`config.mk`:
```
export PLATFORM = sky130hd
export DESIGN_NAME = counter_arbiter_ctrl_flat
export DESIGN_NICKNAME = d
export VERILOG_FILES = /design/src/rtl/counter_arbiter_ctrl_if.sv /design/src/rtl/counter_arbiter_ctrl.sv /design/src/flat_wrapper.sv
export SDC_FILE = /design/constraint.sdc
export NUM_CORES = 1
export LEC_CHECK = 0
export CORE_MARGIN = 2
export CORE_UTILIZATION = 36
export CTS_BUF_LIST = sky130_fd_sc_hd__clkbuf_16
export CTS_CLUSTER_SIZE = 30
export DETAILED_ROUTE_END_ITERATION = 8
export HOLD_SLACK_MARGIN = 0.12
export PLACE_DENSITY = 0.86
export SYNTH_ARGS = -nofsm -noshare
export SYNTH_HDL_FRONTEND = slang
export SYNTH_SLANG_ARGS = --single-unit
export TNS_END_PERCENT = 1
```
`constraint.sdc`:
```
create_clock -name clk -period 1.3 [get_ports clk]
set_input_delay 0.195 -clock clk [delete_from_list [all_inputs] [get_ports clk]]
set_output_delay 0.195 -clock clk [all_outputs]
set_load 0.05 [all_outputs]
```
`src/rtl/counter_arbiter_ctrl_if.sv`:
```
// counter_arbiter_ctrl_if: requester and counter-side signals of the shared counter arbiter
interface counter_arbiter_ctrl_if #(parameter int N = 4);
    logic [1:0]   req;
    logic [N-1:0] start0;
    logic [N-1:0] start1;
    logic [1:0]   gnt;
    logic [1:0]   done;
    logic         busy;
    logic         cnt_load;
    logic [N-1:0] cnt_init;
    logic         cnt_en;
    logic [N-1:0] cnt_value;
    modport master (
        output req, start0, start1, cnt_value,
        input  gnt, done, busy, cnt_load, cnt_init, cnt_en
    );
    modport slave (
        input  req, start0, start1, cnt_value,
        output gnt, done, busy, cnt_load, cnt_init, cnt_en
    );
endinterface

```
`src/rtl/counter_arbiter_ctrl.sv`:
```
// counter_arbiter_ctrl: round-robin sharing of one external up-counter between two requesters
module counter_arbiter_ctrl #(parameter int N = 4) (
    input logic clk,
    input logic rst,
    counter_arbiter_ctrl_if.slave bus
);
    typedef enum logic [1:0] {IDLE, LOAD, RUN, DONE} state_t;
    localparam logic [N-1:0] TERM = '1;
    state_t       state_q, state_d;
    logic [1:0]   gnt_q, gnt_d;
    logic         last_q, last_d;
    logic [N-1:0] cnt_init_q, cnt_init_d;
    logic         pick, g, req_g, at_term;
    assign g       = gnt_q[1];
    assign req_g   = bus.req[g];
    assign at_term = bus.cnt_value == TERM;
    always_ff @(posedge clk) begin
        if (rst) begin
            state_q    <= IDLE;
            gnt_q      <= '0;
            last_q     <= 1'b1;
            cnt_init_q <= '0;
        end else begin
            state_q    <= state_d;
            gnt_q      <= gnt_d;
            last_q     <= last_d;
            cnt_init_q <= cnt_init_d;
        end
    end
    // on a tie requester 1 wins only when requester 0 was served last
    always_comb begin
        state_d    = state_q;
        gnt_d      = gnt_q;
        last_d     = last_q;
        cnt_init_d = cnt_init_q;
        pick       = bus.req[1] & (~bus.req[0] | ~last_q);
        case (state_q)
            IDLE: if (|bus.req) begin
                gnt_d      = pick ? 2'b10 : 2'b01;
                cnt_init_d = pick ? bus.start1 : bus.start0;
                state_d    = LOAD;
            end
            LOAD: state_d = RUN;
            RUN: begin
                if (!req_g) begin
                    state_d = IDLE;
                    gnt_d   = '0;
                end else if (at_term) state_d = DONE;
            end
            default: begin
                state_d = IDLE;
                gnt_d   = '0;
                last_d  = g;
            end
        endcase
    end
    assign bus.gnt      = gnt_q;
    assign bus.done     = (state_q == DONE) ? gnt_q : 2'b00;
    assign bus.busy     = state_q != IDLE;
    assign bus.cnt_load = state_q == LOAD;
    assign bus.cnt_init = cnt_init_q;
    assign bus.cnt_en   = (state_q == RUN) && req_g && !at_term;
endmodule

```
`src/flat_wrapper.sv`:
```
// flat-port wrapper written by rule: the top's interface ports become plain ports
module counter_arbiter_ctrl_flat 
#(parameter int N = 4)
  (clk, rst, bus_req, bus_start0, bus_start1, bus_cnt_value, bus_gnt, bus_done, bus_busy, bus_cnt_load, bus_cnt_init, bus_cnt_en);
  counter_arbiter_ctrl_if #(.N(N)) bus_i ();
  input logic clk;
  input logic rst;
  input wire logic [$bits(bus_i.req)-1:0] bus_req;
  input wire logic [$bits(bus_i.start0)-1:0] bus_start0;
  input wire logic [$bits(bus_i.start1)-1:0] bus_start1;
  input wire logic [$bits(bus_i.cnt_value)-1:0] bus_cnt_value;
  output wire logic [$bits(bus_i.gnt)-1:0] bus_gnt;
  output wire logic [$bits(bus_i.done)-1:0] bus_done;
  output wire logic [$bits(bus_i.busy)-1:0] bus_busy;
  output wire logic [$bits(bus_i.cnt_load)-1:0] bus_cnt_load;
  output wire logic [$bits(bus_i.cnt_init)-1:0] bus_cnt_init;
  output wire logic [$bits(bus_i.cnt_en)-1:0] bus_cnt_en;
  assign bus_i.req = bus_req;
  assign bus_i.start0 = bus_start0;
  assign bus_i.start1 = bus_start1;
  assign bus_i.cnt_value = bus_cnt_value;
  assign bus_gnt = bus_i.gnt;
  assign bus_done = bus_i.done;
  assign bus_busy = bus_i.busy;
  assign bus_cnt_load = bus_i.cnt_load;
  assign bus_cnt_init = bus_i.cnt_init;
  assign bus_cnt_en = bus_i.cnt_en;
  counter_arbiter_ctrl #(.N(N)) u_core (.clk(clk), .rst(rst), .bus(bus_i));
endmodule
```
==> results.json <==
{
  "crit_chain": "mux2_4 -> nand2_4 -> nor2_4 -> buf_12",
  "r2r-end": "u_core.state_q[0]$_SDFFE_PP0P_",
  "die-area_mm2": 0.001685,
  "cts_tree": "yes",
  "drv_slew": 0,
  "worstHoldStart": "u_core.last_q$_SDFFE_PP1N_",
  "clk_latency_ns": 0.23,
  "drt_iter0_drc": 8,
  "fin_crit_ns": 1.330,
  "period_share": 1.023,
  "antenna_cells": 0,
  "final.fill_count": 76,
  "crit_cells": 4,
  "avgSynthCellArea_um2": 9.691,
  "min_path_cells": 1,
  "drv_cap": 0,
  "seq_area_um2": 188.9,
  "synth_area_leaders": "dfxtp_1 36%, a211oi_2 10%, mux2i_1 8.1%, a21oi_1 5.1%, nand3b_1 4.6%",
  "hold_slack_ns": 0.5263,
  "vias_per_cell": 5.608,
  "worst_clock_skew_ns": 0.002064,
  "layout.nets": 104,
  "htree_levels": 1,
  "grt_pass1_vias": 545,
  "worst-slew-pin-transition_ns": 0.2840,
  "syn2layout_area_growth_pct": 110.4,
  "crit_path_max_incr_delay_ns": 0.33,
  "start_util": 0.3846,
  "startpoint_type": "flop",
  "critPathKind": "flop to output port",
  "crit_buf_inv": 1,
  "reg2reg_depth": 4,
  "clockBufferDepth": 2,
  "cts_hold_buffers": 0,
  "status": "complete, but fails checks",
  "syn_area_um2": 494.2,
  "fin_ws_ns": -0.02983,
  "grt_max_degree": 10,
  "yosysTopAreaCell": "dfxtp_1",
  "grt_pass1_wl_um": 2470,
  "dieWidth_um": 41.05,
  "cts_made_buffers": 3,
  "fin_area_mm2": 0.001040,
  "hold_viol": 0,
  "wirelength_um": 1654,
  "ios": 27,
  "arrival_ns": 1.13,
  "yosys_warnings": 0,
  "vias": 572,
  "setup_viol_count_final": 1,
  "relSlewSlack": 0.8107,
  "antenna_found_initial": 0,
  "hold_end": "u_core.last_q$_SDFFE_PP1N_",
  "fmax_mhz": 752.0,
  "path_delay_family": "flip-flops",
  "cts.clk_slew.worst_paths_ns": 0.04,
  "synth_nets": 67,
  "yosysTopAreaCellShare": 0.3646,
  "core_area_mm2": 0.001285,
  "fin_cells": 102,
  "grt_overflow": 0,
  "crit_fanout": 2,
  "dr.pass1.iters": 4,
  "rows": 13,
  "finalPower_mw": 1.315,
  "cts.sinks": 9,
  "cts-root-buf": "clkbuf_16",
  "gp_congestion": 0.7555,
  "syn_inst": 51,
  "die_y_um": 41.05,
  "crit_path_top_delay_cell": "dfxtp_2",
  "hold_path_class": "flop to flop",
  "power_density_mw_per_mm2": 1265,
  "rsz0062_at_grt": "yes",
  "place_inst": 97,
  "hpwl_um": 1047,
  "port_buffers": 26,
  "r2r-start": "u_core.bus.gnt[1]$_SDFFE_PP0P_",
  "required_ns": 1.11,
  "ys_types": 24,
  "wl_per_cell_um": 16.22,
  "violations": "setup timing",
  "power.leakage_nw": 0.4292,
  "track_usage": 0.2299,
  "place_area_um2": 919.6,
  "ff2ff_setup_slack_ns": 0.14,
  "vdd_ir_drop_max_mv": 0.9531,
  "multi_input_area_um2": 334.1,
  "drc": 0,
  "ant_nets": 0,
  "synth-seq-area-share": 0.3646,
  "drive_gt1_frac": 0.4483,
  "critPathCaptureType": "output port",
  "synth-seq-cells": 9
}
flip-flops by register name (all words and copies together), names as in the netlist:
| signal | cells |
|---|---|
| u_core.bus.cnt_init | 4 |
| u_core.bus.gnt | 2 |
| u_core.last_q | 1 |
| u_core.state_q | 2 |
metal layers:
layer / vias up / GRT usage / routed length, um
li1: 268 / - / -
met1: 278 / 0.2564 / 661
met2: 26 / 0.4258 / 875
met4: 0 / 0.05000 / 0
met5: - / 0 / 0
met3: 0 / 0.05978 / 117
kinds of logic (layout without fill, tap and decap cells):
kind of cell | after synthesis | count (layout) | synth area share
simple gates | 19 | 19 | 0.2279
compound gates | 15 | 15 | 0.2658
flops | 9 | 9 | 0.3646
mux | 5 | 5 | 0.1038
buf+inv | 3 | 39 | 0.03796
synthesized netlist by cell type, drive strengths merged:
| cell type | number |
|---|---|
| a211o | 1 |
| a211oi | 4 |
| a21boi | 1 |
| a21oi | 5 |
| a31oi | 2 |
| a32oi | 1 |
| and2 | 1 |
| and2b | 1 |
| and3 | 2 |
| and4 | 1 |
| buf | 1 |
| clkbuf | 1 |
| dfxtp | 9 |
| inv | 1 |
| mux2 | 1 |
| mux2i | 4 |
| nand2 | 2 |
| nand3 | 3 |
| nand3b | 3 |
| nor2 | 4 |
| nor2b | 1 |
| o21bai | 1 |
| or2 | 1 |
layout by cell type (no fill, tap or decap), drive strengths merged, types with 2 or more instances in the layout:
cell type / Yosys / layout
and3: 2 / 2
a31oi: 2 / 2
buf: 1 / 19
nor2: 4 / 4
a211oi: 4 / 4
dfxtp: 9 / 9
mux2i: 4 / 4
dlygate4sd2: 0 / 2
inv: 1 / 2
clkbuf: 1 / 3
nand3: 3 / 3
nand3b: 3 / 3
clkdlybuf4s50: 0 / 13
nand2: 2 / 2
a21oi: 5 / 5
worst register-to-register path: stages, from the launching register on:
cell	delay (ns)
dfxtp_2	0.33
mux2_4	0.32
buf_4	0.15
a32oi_1	0.18
nor2_1	0.05
power breakdown:
part | total [mW] | switching [mW] | leakage [nW] | internal, mW
clock | 0.529 | 0.127 | 0.0423 | 0.401
sequential | 0.344 | 0.0375 | 0.0761 | 0.306
combinational | 0.443 | 0.220 | 0.311 | 0.222
area by class of cell:
| cell class | count | area share |
|---|---|---|
| repair buffers | 34 | 0.3995 |
| flip-flops and latches | 9 | 0.1817 |
| multi-input cells | 39 | 0.3213 |
| clock buffers | 3 | 0.07220 |
| inverters | 1 | 0.003610 |
| well taps | 15 | 0.01805 |
| clock inverters | 1 | 0.003610 |
how the worst max path moves through the flow:
stage,from,endpoint
floorplan,u_core.bus.gnt[0]$_SDFFE_PP0P_,bus_done[0]
global placement,bus_req[0],bus_cnt_en
detailed placement,bus_req[0],u_core.bus.cnt_init[0]$_SDFFE_PP0P_
CTS,u_core.bus.gnt[1]$_SDFFE_PP0P_,bus_cnt_en
global route,u_core.bus.gnt[1]$_SDFFE_PP0P_,bus_cnt_en
finish,u_core.bus.gnt[1]$_SDFFE_PP0P_,bus_cnt_en
through the flow:
step,setup slack [ns],setup TNS (ns),utilization
5_1_grt,-0.06980,-0.09573,0.8092
3_3_place_gp,-0.2052,-1.670,0.7157
4_1_cts,-0.03278,-0.03278,0.8004
3_5_place_dp,-0.2467,-2.020,0.7157
6_report,-0.02983,-0.02983,0.8092
2_1_floorplan,-0.07110,-0.07949,-
repair_timing:
item,4_1_cts,5_1_grt
endpoints found under the setup margin,9,5
gates resized for setup,11,3
buffers inserted,1,0
pin swaps,2,0
No activity file was read; power rests on OpenSTA's default activity.
